[src/rtl/block_accumulator.sv]
// block_accumulator
// Sums consecutive blocks of N = 2**DIV_LOG2 unsigned samples and presents each
// block sum through a single-entry valid/ready output register. Feeds the
// round-to-nearest divide-by-N stage, so the pair forms a block averager.
//
// Ports:
//   clk        in   clock, rising edge
//   reset      in   synchronous active-high reset
//   clear      in   synchronous discard of the partial block
//   din_valid  in   input sample valid
//   din_ready  out  sample accepted this cycle when din_valid is high
//   din        in   DATA_WIDTH unsigned sample
//   sum_valid  out  block sum held and valid
//   sum_ready  in   downstream accepts the sum
//   sum        out  SUM_WIDTH exact block sum
//   fill       out  samples in the current partial block, 0..N-1
module block_accumulator #(
    parameter int DIV_LOG2   = 3,
    parameter int DATA_WIDTH = 32,
    parameter int SUM_WIDTH  = DATA_WIDTH + DIV_LOG2
) (
    input  logic                  clk,
    input  logic                  reset,
    input  logic                  clear,
    input  logic                  din_valid,
    output logic                  din_ready,
    input  logic [DATA_WIDTH-1:0] din,
    output logic                  sum_valid,
    input  logic                  sum_ready,
    output logic [SUM_WIDTH-1:0]  sum,
    output logic [DIV_LOG2-1:0]   fill
);

    logic [SUM_WIDTH-1:0] acc_q, acc_d;
    logic [SUM_WIDTH-1:0] sum_q, sum_d;
    logic [DIV_LOG2-1:0]  fill_q, fill_d;
    logic                 sum_valid_q, sum_valid_d;

    logic                 last_slot;
    logic                 in_beat;
    logic [SUM_WIDTH-1:0] din_ext;
    logic [SUM_WIDTH-1:0] acc_plus;

    // fill counts modulo N, so the last slot of a block is the all-ones value.
    assign last_slot = (fill_q == {DIV_LOG2{1'b1}});

    // Only the closing sample of a block needs room in the output register.
    assign din_ready = !reset && (!last_slot || !sum_valid_q || sum_ready);
    assign in_beat   = din_valid && din_ready;

    assign din_ext  = {{DIV_LOG2{1'b0}}, din};
    assign acc_plus = acc_q + din_ext;

    always_comb begin
        acc_d       = acc_q;
        fill_d      = fill_q;
        sum_d       = sum_q;
        sum_valid_d = sum_valid_q;

        if (sum_valid_q && sum_ready) begin
            sum_valid_d = 1'b0;
        end

        if (clear) begin
            // A beat handshaking alongside clear is dropped on purpose.
            acc_d  = '0;
            fill_d = '0;
        end else if (in_beat) begin
            if (last_slot) begin
                // Reload after a same-cycle drain overrides the clear of sum_valid.
                sum_d       = acc_plus;
                sum_valid_d = 1'b1;
                acc_d       = '0;
                fill_d      = '0;
            end else begin
                acc_d  = acc_plus;
                fill_d = fill_q + {{(DIV_LOG2-1){1'b0}}, 1'b1};
            end
        end
    end

    always_ff @(posedge clk) begin
        if (reset) begin
            acc_q       <= '0;
            fill_q      <= '0;
            sum_q       <= '0;
            sum_valid_q <= 1'b0;
        end else begin
            acc_q       <= acc_d;
            fill_q      <= fill_d;
            sum_q       <= sum_d;
            sum_valid_q <= sum_valid_d;
        end
    end

    assign sum       = sum_q;
    assign sum_valid = sum_valid_q;
    assign fill      = fill_q;

endmodule
[config.mk]
export PLATFORM = sky130hd
export DESIGN_NAME = block_accumulator
export DESIGN_NICKNAME = d
export VERILOG_FILES = /design/src/rtl/block_accumulator.sv
export SDC_FILE = /design/constraint.sdc
export NUM_CORES = 1
export LEC_CHECK = 0
export CORE_MARGIN = 4
export CORE_UTILIZATION = 49
export CTS_CLUSTER_DIAMETER = 150
export DETAILED_ROUTE_END_ITERATION = 6
export GPL_TIMING_DRIVEN = 1
export PLACE_DENSITY_LB_ADDON = 0.08
export SYNTH_ARGS = -nofsm -noshare
export SYNTH_HDL_FRONTEND = slang
export SYNTH_SLANG_ARGS = --single-unit
export TNS_END_PERCENT = 100
[constraint.sdc]
create_clock -name clk -period 2.67 [get_ports clk]
set_input_delay 0.534 -clock clk [delete_from_list [all_inputs] [get_ports clk]]
set_output_delay 0.534 -clock clk [all_outputs]
set_load 0.02 [all_outputs]
==> run summary <==
outcome: finished, final reports clean
Die X: 106.3 um
Power Dens Cells: 366.4 mW/mm2
min Tclk post-route: 2.660 ns
Inst Count DP: 888
Die ar.: 0.01130 mm2
Clk Latency, worst-skew pair: 0.35 ns
Pins Over Slew Limit: 0
synth-to-layout area growth: 49.33%
Total GRT Usage: 0.2853
Hold Violations, Final: 0
total number of vias: 5262
# setup viols final: 0
first-pass GRT wire length: 25.76 mm
Syn. warnings: 0
Sw Pwr: 0.7585 mW
Crit Path Category: in2reg
HP Class: reg2reg
detailed placement HPWL: 11.86 mm
top_reg_cell synth: dfxtp_1
Site Rows: 35
number of global-route vias before repair: 5234
DRC: 0
Max Clock Freq: 376.0 MHz
share of total power in the clock network: 0.345
syn nets: 668
ant diodes: 0
routed length per instance: 17.84 um
final cell count without fillers: 915
Seq pwr share: 0.435
post-synthesis register bit count: 74
Switching Fraction: 0.2928
top-level I/O count: 77
share of cells above drive strength 1: 0.2646
Post-Syn Area: 0.004736 mm2
Worst IR Drop VDD: 284.4 uV
syn avg cell area: 7.946 um2
Worst Tran Pin Value: 0.5247 ns
ys async rst share: 0
Post-synth top cells: nand2_1 (75), dfxtp_1 (74), a21oi_1 (59)
logic gate share of total power: 0.220
most common cell in the synthesized netlist: nand2_1
Final Instance Area: 0.007072 mm2
Internal: 1.832 mW
initial antenna violation count: 0
Critical Path End Type: flip-flop
Synth area leader: dfxtp_1
Post-CTS Hold Buffers: 0
Yosys top cell area share: 0.3128
library cells used by synthesis: 68
clock sinks: 74
RSZ-0062 raised after global routing: yes
CTS buffer count: 9
Area contributors post-synth: dfxtp_1 (31%), ha_1 (9.0%), a21oi_1 (6.2%)
grt total ovfl: 0
GPL Wtd Cong: 0.9542
crit path DAT: 2.89 ns
Avg Vias per Cell: 5.751
Cells after Synth: 596
Startpoint Class: input port
CP Max Fanout: 3
CTS root buffer: clkbuf_8
largest net degree at the start of global routing: 31
clock skew: 0.01491 ns
sequential fraction of the synthesis area: 0.3128
Core Area: 0.009328 mm2
Max Cap Viol: 0
TritonRoute pass-1 iters: 5
Nets: 854
PortBufs: 76
H-tree level count: 3
EDFF count, synth: 0
Clock transition at path regs: 0.08 ns
max_slew headroom: 0.6502
clk buf depth: 2
die height: 106.3 um
post-route setup TNS: 0 ns
post-route ant nets: 0
starting density of the core: 0.5077
fill cell count: 697
CTS tree: built
DP Area: 0.006474 mm2
routed wire length: 16.33 mm
power consumption: 2.591 mW
DP Worst Slack: -0.6105 ns
Final WS setup: 0.01013 ns
Final period util: 0.9962
Leakage Power: 2.982 nW
CP required: 2.90 ns
initial drt markers: 258
through the flow:
step | utilization | hold slack, ns
final | 0.7581 | 0.4597
after global routing | 0.7581 | 0.4843
after CTS | 0.7341 | 0.4620
after detailed placement | 0.6940 | 0.4499
after global placement | 0.6940 | 0.4319
after floorplan | - | 0.4197
layout by cell type, fill, tap and decap left out, types with 5 or more instances in the layout:
cell type / instances
nand2_1: 75
dlymetal6s2s_1: 6
clkbuf_8: 9
inv_1: 8
o21ai_1: 8
nor3_1: 10
dfxtp_1: 73
o21bai_1: 5
o21a_1: 8
xor2_1: 6
o21ai_0: 30
a21oi_2: 6
a21o_1: 18
ha_4: 11
clkdlybuf4s50_1: 68
nand4_1: 10
buf_4: 133
nand3_1: 22
a22o_1: 8
nor2_1: 49
o211ai_1: 6
a22oi_1: 8
and3_1: 11
ha_1: 22
xnor2_1: 15
a21oi_1: 54
registers in the layout (all words and copies together), names as in the netlist:
register,count
fill,3
sum_valid,1
acc_q,35
sum,35
worst paths after layout:
check	start	end	slack (ns)	cells past startpoint
worst max-delay path	din[6]	acc_q[31]	0.01	11
worst min register to register	acc_q[25]	acc_q[25]	0.46	2
worst max register to register	acc_q[0]	acc_q[30]	0.17	10
worst min-delay path	acc_q[25]	acc_q[25]	0.46	2
power by group through the flow:
| stage | combinational, mW | sequential, mW | clock, mW |
|---|---|---|---|
| CTS | 0.531 | 1.12 | 0.907 |
| global placement | 0.504 | 1.15 | 0 |
| detailed placement | 0.513 | 1.15 | 0 |
| global route | 0.614 | 1.13 | 0.947 |
| floorplan | 0.259 | 1.15 | 0 |
| finish | 0.570 | 1.13 | 0.894 |
cell type report:
cell class / count / area (um2) / area share
clock buffer: 9 / 123.9 / 0.01752
inverter: 10 / 37.54 / 0.005308
timing repair buffer: 215 / 1874 / 0.2650
clock inverter: 6 / 65.06 / 0.009200
tap: 129 / 161.4 / 0.02282
multi-input combinational: 472 / 3327 / 0.4705
sequential: 74 / 1483 / 0.2097
timing repair:
| action | 4_1_cts | 5_1_grt |
|---|---|---|
| resized for setup | 26 | 41 |
| endpoints found under the setup margin | 22 | 46 |
| pin swaps | 13 | 22 |
| setup buffers | 10 | 2 |
per-layer routing:
layer	track usage	routed length, um	share of wire	vias to the layer above
li1	-	-	-	2560
met3	0.04007	1005	0.062	32
met2	0.4846	7857	0.48	198
met4	0.09898	331	0.020	0
met5	0	0	0	-
met1	0.3696	7132	0.44	2472
logic make-up (layout without fill, tap and decap cells):
kind of cell    count (synthesis)  after routing  synth area share
simple gates                  209            209            0.2111
compound gates                200            200            0.2816
flops                          74             74            0.3128
buf+inv                        50            240           0.04755
fa+ha+maj                      35             35           0.09406
xor+xnor                       24             24           0.04439
mux                             4              4          0.008455
critical path, stage by stage:
cell,delay (ns)
clkdlybuf4s50_1,0.41
ha_1,0.31
a21o_1,0.22
a32oi_2,0.26
buf_4,0.16
o31a_1,0.20
a31oi_2,0.12
buf_4,0.17
a31oi_4,0.21
xor2_2,0.19
o21ai_0,0.11
No activity file was read; power rests on OpenSTA's default activity.
